## config.mk

```make
export PLATFORM = sky130hd
export DESIGN_NAME = mem_write_stage_flat
export DESIGN_NICKNAME = d
export VERILOG_FILES = /design/src/rtl/mem_write_stage_if.sv /design/src/rtl/mem_write_stage.sv /design/src/flat_wrapper.sv
export SDC_FILE = /design/constraint.sdc
export NUM_CORES = 1
export LEC_CHECK = 0
export ABC_AREA = 1
export BUFFER_PORTS_ARGS = -buffer_cell sky130_fd_sc_hd__buf_2
export CAP_MARGIN = 20
export CORE_ASPECT_RATIO = 0.6
export CORE_MARGIN = 8
export CORE_UTILIZATION = 54
export DETAILED_ROUTE_END_ITERATION = 8
export HOLD_SLACK_MARGIN = 0.03
export PLACE_DENSITY = 0.73
export SLEW_MARGIN = 20
export SYNTH_ARGS = -nofsm -noshare
export SYNTH_HDL_FRONTEND = slang
export SYNTH_SLANG_ARGS = --single-unit
```

## constraint.sdc

```tcl
create_clock -name clk -period 7.36 [get_ports clk]
set_clock_uncertainty 0.05 [all_clocks]
set_input_delay 0.368 -clock clk [delete_from_list [all_inputs] [get_ports clk]]
set_output_delay 0.368 -clock clk [all_outputs]
set_load 0.02 [all_outputs]
```

## src/rtl/mem_write_stage_if.sv

```systemverilog
// Signal bundle for mem_write_stage: execute-side request and data-memory write port.
interface mem_write_stage_if #(
  parameter int unsigned XLEN   = 32,
  parameter int unsigned QWIDTH = 64,
  parameter int unsigned AWIDTH = 32
);
  logic              in_valid;
  logic              in_ready;
  logic [1:0]        in_src;
  logic [1:0]        in_size;
  logic [AWIDTH-1:0] in_addr;
  logic [XLEN-1:0]   rs2_data;
  logic [QWIDTH-1:0] xs2_data;
  logic              mem_valid;
  logic              mem_ready;
  logic [AWIDTH-1:0] mem_addr;
  logic [XLEN-1:0]   mem_data;
  logic [3:0]        mem_strb;
  logic              err_valid;
  logic [1:0]        err_code;
  logic              busy;

  // The write stage itself
  modport master (
    input  in_valid, in_src, in_size, in_addr, rs2_data, xs2_data, mem_ready,
    output in_ready, mem_valid, mem_addr, mem_data, mem_strb, err_valid, err_code, busy
  );

  // Execute stage and memory environment
  modport slave (
    output in_valid, in_src, in_size, in_addr, rs2_data, xs2_data, mem_ready,
    input  in_ready, mem_valid, mem_addr, mem_data, mem_strb, err_valid, err_code, busy
  );
endinterface

```

## src/rtl/mem_write_stage.sv

```systemverilog
// Buffered store path: source select, Q-format to fp32 conversion, lane alignment and write FIFO.
// Define MEM_WRITE_STAGE_ROUND_EN for round-to-nearest-even conversion (default truncates).
module mem_write_stage #(
  parameter int unsigned XLEN   = 32,
  parameter int unsigned QWIDTH = 64,
  parameter int unsigned QFRAC  = 15,
  parameter int unsigned AWIDTH = 32,
  parameter int unsigned DEPTH  = 4
) (
  input logic              clk,
  input logic              reset,
  mem_write_stage_if.master bus
);
  localparam int unsigned PW = $clog2(DEPTH);
  localparam int unsigned MW = QWIDTH + 1;
  localparam int unsigned LW = $clog2(MW);
  localparam logic [7:0]  EBIAS = 8'(127 - QFRAC);

  typedef struct packed {
    logic [AWIDTH-1:0] addr;
    logic [XLEN-1:0]   data;
    logic [3:0]        strb;
  } wr_t;

  // S1 input side: magnitude and leading-one index of the XMM operand
  logic [MW-1:0] xs2_ext, in_mag;
  logic [LW-1:0] in_lead;
  always_comb begin
    xs2_ext = {bus.xs2_data[QWIDTH-1], bus.xs2_data};
    in_mag  = xs2_ext[MW-1] ? (MW'(0) - xs2_ext) : xs2_ext;
    in_lead = '0;
    for (int unsigned i = 0; i < MW; i++) begin
      if (in_mag[i]) in_lead = LW'(i);
    end
  end

  logic              s1_valid, s1_sign;
  logic [1:0]        s1_src, s1_size;
  logic [AWIDTH-1:0] s1_addr;
  logic [XLEN-1:0]   s1_rs2;
  logic [MW-1:0]     s1_mag;
  logic [LW-1:0]     s1_lead;

  // S2: normalise, pack fp32, check, align
  logic [MW-1:0]   norm;
  logic [22:0]     mant;
  logic [7:0]      expo;
  logic [XLEN-1:0] fp, sel;
  logic            s2_err, enq;
  logic [1:0]      s2_code;
  wr_t             s2_wr;
`ifdef MEM_WRITE_STAGE_ROUND_EN
  logic            guard, sticky;
  logic [23:0]     mant_rnd;
`endif
  always_comb begin
    norm = s1_mag << (LW'(QWIDTH) - s1_lead);
    mant = 23'(norm >> (QWIDTH - 23));
    expo = 8'(s1_lead) + EBIAS;
`ifdef MEM_WRITE_STAGE_ROUND_EN
    guard    = norm[QWIDTH-24];
    sticky   = |norm[QWIDTH-25:0];
    mant_rnd = {1'b0, mant} + 24'(guard & (sticky | mant[0]));
    mant     = mant_rnd[22:0];
    if (mant_rnd[23]) expo = expo + 8'd1;
`endif
    fp  = (s1_mag == '0) ? '0 : {s1_sign, expo, mant};
    sel = (s1_src == 2'b10) ? fp : s1_rs2;

    s2_err  = 1'b1;
    s2_code = 2'b00;
    if (s1_src != 2'b01 && s1_src != 2'b10)                   s2_code = 2'b01;
    else if (s1_size == 2'b11)                                s2_code = 2'b10;
    else if ((s1_size == 2'b01 && s1_addr[0]) ||
             (s1_size == 2'b10 && s1_addr[1:0] != 2'b00))     s2_code = 2'b11;
    else                                                      s2_err  = 1'b0;

    s2_wr.addr = {s1_addr[AWIDTH-1:2], 2'b00};
    case (s1_size)
      2'b00: begin
        s2_wr.data = XLEN'(sel[7:0]) << {s1_addr[1:0], 3'b000};
        s2_wr.strb = 4'b0001 << s1_addr[1:0];
      end
      2'b01: begin
        s2_wr.data = XLEN'(sel[15:0]) << {s1_addr[1], 4'b0000};
        s2_wr.strb = s1_addr[1] ? 4'b1100 : 4'b0011;
      end
      default: begin
        s2_wr.data = sel;
        s2_wr.strb = 4'b1111;
      end
    endcase
    enq = s1_valid & ~s2_err;
  end

  // FIFO bookkeeping and next head of the memory port
  wr_t         fifo [DEPTH];
  logic [PW:0] wr_ptr, rd_ptr, wr_ptr_n, rd_ptr_n, count_n;
  logic [PW+1:0] total_n;
  logic        accept, deq;
  wr_t         head_n;
  always_comb begin
    accept   = bus.in_valid & bus.in_ready;
    deq      = bus.mem_valid & bus.mem_ready;
    wr_ptr_n = wr_ptr + (PW+1)'(enq);
    rd_ptr_n = rd_ptr + (PW+1)'(deq);
    count_n  = wr_ptr_n - rd_ptr_n;
    total_n  = (PW+2)'(count_n) + (PW+2)'(accept);
    if (count_n == '0)                    head_n = '0;
    else if (enq && wr_ptr == rd_ptr_n)   head_n = s2_wr;
    else                                  head_n = fifo[rd_ptr_n[PW-1:0]];
  end

  always_ff @(posedge clk) begin
    if (reset) begin
      s1_valid      <= 1'b0;
      wr_ptr        <= '0;
      rd_ptr        <= '0;
      bus.in_ready  <= 1'b0;
      bus.mem_valid <= 1'b0;
      bus.mem_addr  <= '0;
      bus.mem_data  <= '0;
      bus.mem_strb  <= '0;
      bus.err_valid <= 1'b0;
      bus.err_code  <= '0;
      bus.busy      <= 1'b0;
    end else begin
      s1_valid <= accept;
      if (accept) begin
        s1_src  <= bus.in_src;
        s1_size <= bus.in_size;
        s1_addr <= bus.in_addr;
        s1_rs2  <= bus.rs2_data;
        s1_sign <= bus.xs2_data[QWIDTH-1];
        s1_mag  <= in_mag;
        s1_lead <= in_lead;
      end
      if (enq) fifo[wr_ptr[PW-1:0]] <= s2_wr;
      wr_ptr        <= wr_ptr_n;
      rd_ptr        <= rd_ptr_n;
      bus.in_ready  <= total_n < (PW+2)'(DEPTH);
      bus.mem_valid <= count_n != '0;
      bus.mem_addr  <= head_n.addr;
      bus.mem_data  <= head_n.data;
      bus.mem_strb  <= head_n.strb;
      bus.err_valid <= s1_valid & s2_err;
      bus.err_code  <= (s1_valid & s2_err) ? s2_code : 2'b00;
      bus.busy      <= accept | (count_n != '0);
    end
  end
endmodule
```

## src/flat_wrapper.sv

```systemverilog
// flat-port wrapper written by rule: the top's interface ports become plain ports
module mem_write_stage_flat 
#(
  parameter int unsigned XLEN   = 32,
  parameter int unsigned QWIDTH = 64,
  parameter int unsigned QFRAC  = 15,
  parameter int unsigned AWIDTH = 32,
  parameter int unsigned DEPTH  = 4
)
  (clk, reset, bus_in_valid, bus_in_src, bus_in_size, bus_in_addr, bus_rs2_data, bus_xs2_data, bus_mem_ready, bus_in_ready, bus_mem_valid, bus_mem_addr, bus_mem_data, bus_mem_strb, bus_err_valid, bus_err_code, bus_busy);
  mem_write_stage_if #(.XLEN(XLEN), .QWIDTH(QWIDTH), .AWIDTH(AWIDTH)) bus_i ();
  input logic clk;
  input logic reset;
  input wire logic [$bits(bus_i.in_valid)-1:0] bus_in_valid;
  input wire logic [$bits(bus_i.in_src)-1:0] bus_in_src;
  input wire logic [$bits(bus_i.in_size)-1:0] bus_in_size;
  input wire logic [$bits(bus_i.in_addr)-1:0] bus_in_addr;
  input wire logic [$bits(bus_i.rs2_data)-1:0] bus_rs2_data;
  input wire logic [$bits(bus_i.xs2_data)-1:0] bus_xs2_data;
  input wire logic [$bits(bus_i.mem_ready)-1:0] bus_mem_ready;
  output wire logic [$bits(bus_i.in_ready)-1:0] bus_in_ready;
  output wire logic [$bits(bus_i.mem_valid)-1:0] bus_mem_valid;
  output wire logic [$bits(bus_i.mem_addr)-1:0] bus_mem_addr;
  output wire logic [$bits(bus_i.mem_data)-1:0] bus_mem_data;
  output wire logic [$bits(bus_i.mem_strb)-1:0] bus_mem_strb;
  output wire logic [$bits(bus_i.err_valid)-1:0] bus_err_valid;
  output wire logic [$bits(bus_i.err_code)-1:0] bus_err_code;
  output wire logic [$bits(bus_i.busy)-1:0] bus_busy;
  assign bus_i.in_valid = bus_in_valid;
  assign bus_i.in_src = bus_in_src;
  assign bus_i.in_size = bus_in_size;
  assign bus_i.in_addr = bus_in_addr;
  assign bus_i.rs2_data = bus_rs2_data;
  assign bus_i.xs2_data = bus_xs2_data;
  assign bus_i.mem_ready = bus_mem_ready;
  assign bus_in_ready = bus_i.in_ready;
  assign bus_mem_valid = bus_i.mem_valid;
  assign bus_mem_addr = bus_i.mem_addr;
  assign bus_mem_data = bus_i.mem_data;
  assign bus_mem_strb = bus_i.mem_strb;
  assign bus_err_valid = bus_i.err_valid;
  assign bus_err_code = bus_i.err_code;
  assign bus_busy = bus_i.busy;
  mem_write_stage #(.XLEN(XLEN), .QWIDTH(QWIDTH), .QFRAC(QFRAC), .AWIDTH(AWIDTH), .DEPTH(DEPTH)) u_core (.clk(clk), .reset(reset), .bus(bus_i));
endmodule
```

==> flow_metrics.py <==
metrics = {
    "logic_synthesis": {
        "synth-edff-count": 405,
        "yosysWarnings": 0,
        "synthArstFlopShare_pct": 0,
        "synthDistinctLibCells": 55,
        "synthTopCellsByCount": "490 x nand2_1, 430 x nor2_1, 405 x edfxtp_1",
        "yosysSeqAreaShare_pct": 58.19,
        "yosysTopAreaCell": "edfxtp_1",
        "synth.most_common_cell": "nand2_1",
        "avgSynthCellArea_um2": 9.137,
        "synth_area_leaders": "edfxtp_1 51%, nand2_1 7.8%, o21ai_0 7.2%",
        "synth_seq_cells": 484,
        "synth_top_area_share_pct": 51.49,
        "synthFlopType": "edfxtp_1",
        "syn_inst": 2585,
        "synth_area_mm2": 0.02362,
    },
    "global_route": {
        "grt_pass1_wl_um": 104100,
        "grt_start_max_net_pins": 131,
        "antenna_found_initial": 0,
        "groute.usage.overall_pct": 25.61,
        "overflow": 0,
        "grt_pass1_vias": 18588,
    },
    "critical_path": {
        "critPathRequiredTime_ps": 7610,
        "arrival_ps": 5240,
        "crit_top_cell": "nand2_1",
        "cp_max_fo": 4,
        "cp_slowest_cell": "dlygate4sd3_1",
        "rr_worst_depth": 16,
        "worst_setup_path_end_kind": "flop",
        "crit_buf_inv": 5,
        "start_kind": "input pin",
        "worstSetupPathType": "input pin to flop",
        "cpPeakStageDelay_ps": 530,
        "path_depth": 28,
        "critPathTopFamily": "simple AND/OR/NAND/NOR gates",
    },
    "clock_network": {
        "cts.htree.levels": 2,
        "cts_buffers": 43,
        "cts_resized": 0,
        "worstSkewPairLatency_ps": 570,
        "cts_setup_buffers": 0,
        "clockBufferDepth": 3,
        "clockRootBuffer": "clkbuf_16",
        "clock-sinks": 484,
        "clk_pin_slew_ps": 60,
        "cts_tree": "done",
    },
    "die": {
        "fp.coreArea_mm2": 0.04326,
        "rows": 59,
        "initial_core_util_pct": 54.60,
        "ios": 210,
        "dieArea_mm2": 0.05091,
        "dieWidth_um": 286.0,
        "die_h_um": 178,
    },
    "place": {
        "numPortBuffers": 207,
        "pre_cts_ws_ps": 2111,
        "gp_congestion": 0.9548,
        "hpwl_um": 45390,
    },
    "power": {
        "power_switching_uw": 2500,
        "seq_power_share_pct": 44.6,
        "p_int_uw": 5003,
        "p_comb_share_pct": 26.2,
        "clkPwrFrac_pct": 29.2,
        "p_leak_uw": 0.01087,
        "p_sw_share_pct": 33.32,
        "ir_drop_mv": 0.2138,
        "power.density_mw_per_mm2": 275.6,
    },
    "layout": {
        "area_growth_pct": 15.27,
        "nNetsFinal": 2947,
        "drive_above_1_share_pct": 12.74,
        "final_core_util_pct": 62.93,
    },
    "sta": {
        "maxSlewViolCount": 0,
        "min_period_over_period_pct": 67.84,
        "layout_setup_ws_ps": 2367,
        "tightest_slew_ps": 1108,
        "min_period_ps": 4993,
        "rsz0062_at_grt": "no",
        "whs_ps": 88.80,
        "setup_tns_ps": 0,
        "finalHoldViolCount": 0,
        "slew_headroom_pct": 25.33,
        "max_freq_mhz": 200.3,
        "finalSetupViolCount": 0,
    },
    "detailed_routing": {
        "drt_iter0_markers": 2027,
        "ant_nets": 0,
        "via_per_inst": 5.681,
        "drt_first_pass_iters": 6,
        "vias": 19389,
        "routedWlPerCell_um": 19.59,
        "wl_um": 66850,
        "drc": 0,
    },
    "worst_hold_path": {
        "hold_depth": 2,
        "worst_hold_path_type": "input pin to flop",
    },
    "outcome": {
        "outcome": "finished clean",
    },
    "run": {
        "max_cap_violations": 0,
    },
}
## final timing paths
| kind | from | end | slack (ps) |
|---|---|---|---|
| worst max-delay path | bus_xs2_data[0] | u_core.s1_lead[5] | 2370 |
| worst max register to register | u_core.s1_size[1] | u_core.bus.mem_addr[27] | 2620 |
| worst min register to register | u_core.s1_addr[7] | u_core.fifo[3][41] | 490 |
| worst min-delay path | reset | u_core.rd_ptr[0] | 90 |
## flip-flops by register name (all words and copies together), names as in the netlist, 3 cells and up
name                 cells
u_core.s1_mag           65
u_core.s1_addr          32
u_core.fifo            264
u_core.bus.mem_strb      4
u_core.wr_ptr            3
u_core.s1_rs2           32
u_core.bus.mem_addr     30
u_core.rd_ptr            3
u_core.bus.mem_data     32
u_core.s1_lead           7
## logic make-up (layout without fill, tap and decap cells)
group                    after synthesis  after routing  synth area share (%)
AO/OA/AOI/OAI                        555            555                 13.42
XOR/XNOR                              59             59                 2.315
adder cells (fa/ha/maj)               11             11                0.6145
buffers and inverters                372            617                 5.965
flip-flops                           484            484                 58.19
multiplexers                          21             21                0.8900
other                                  1              5               0.01588
AND/OR/NAND/NOR                     1082           1082                 18.59
## power groups by stage
stage / combinational (µW) / sequential [µW] / clock (µW)
finish: 1970 / 3340 / 2190
detailed placement: 1910 / 3400 / 0
global placement: 1890 / 3400 / 0
global route: 2170 / 3360 / 2330
CTS: 1940 / 3340 / 2220
floorplan: 1060 / 3570 / 0
## per-stage QoR
step	area [µm²]	cells	total power (µW)
2_1_floorplan	23630	2588	4634
3_3_place_gp	25170	3265	5290
3_5_place_dp	25170	3265	5308
4_1_cts	27220	3412	7511
5_1_grt	27220	3412	7858
6_report	27220	3413	7503
## worst register-to-register path, delay by kind of cell, from the launching register on
family          cells  cell delay, ps
xor+xnor            2             390
compound gates      4             850
flops               1             740
buf+inv             4             730
fa+ha+maj           3             840
simple gates        3             940
## area by class of cell
class / instances / area, µm²
Tap cell: 579 / 724.4
Timing Repair Buffer: 305 / 1957
Inverter: 234 / 879.6
Sequential cell: 484 / 13740
Antenna cell: 1 / 2.502
Multi-Input combinational cell: 1732 / 8557
Clock buffer: 62 / 1217
Clock inverter: 16 / 143.9
Fill cell: 3591 / 16030
## timing repair
action                                  4_1_cts  5_1_grt
hold buffers                                 69        0
endpoints found under the setup margin        0        0
endpoints found under the hold margin        69        0
## layer usage
| layer | wire length [µm] | vias up | GRT usage, % |
|---|---|---|---|
| li1 | - | 9279 | - |
| met4 | 1415 | 2 | 6.388 |
| met2 | 28300 | 838 | 37.34 |
| met5 | 92 | - | 1.345 |
| met1 | 30890 | 9174 | 38.62 |
| met3 | 6155 | 96 | 5.331 |
## placed cells by master, fill, tap and decap left out, types with 43 or more instances in the layout
cell type and instances:
nand2_1 488, nor2_1 429, edfxtp_1 405, o21ai_0 340, buf_2 207, inv_1 204, nand3_1 90, dfxtp_1 79
dlygate4sd3_1 69, a21oi_1 57, a31oi_1 48, clkbuf_16 43
Power figures use the tool's default switching activity.
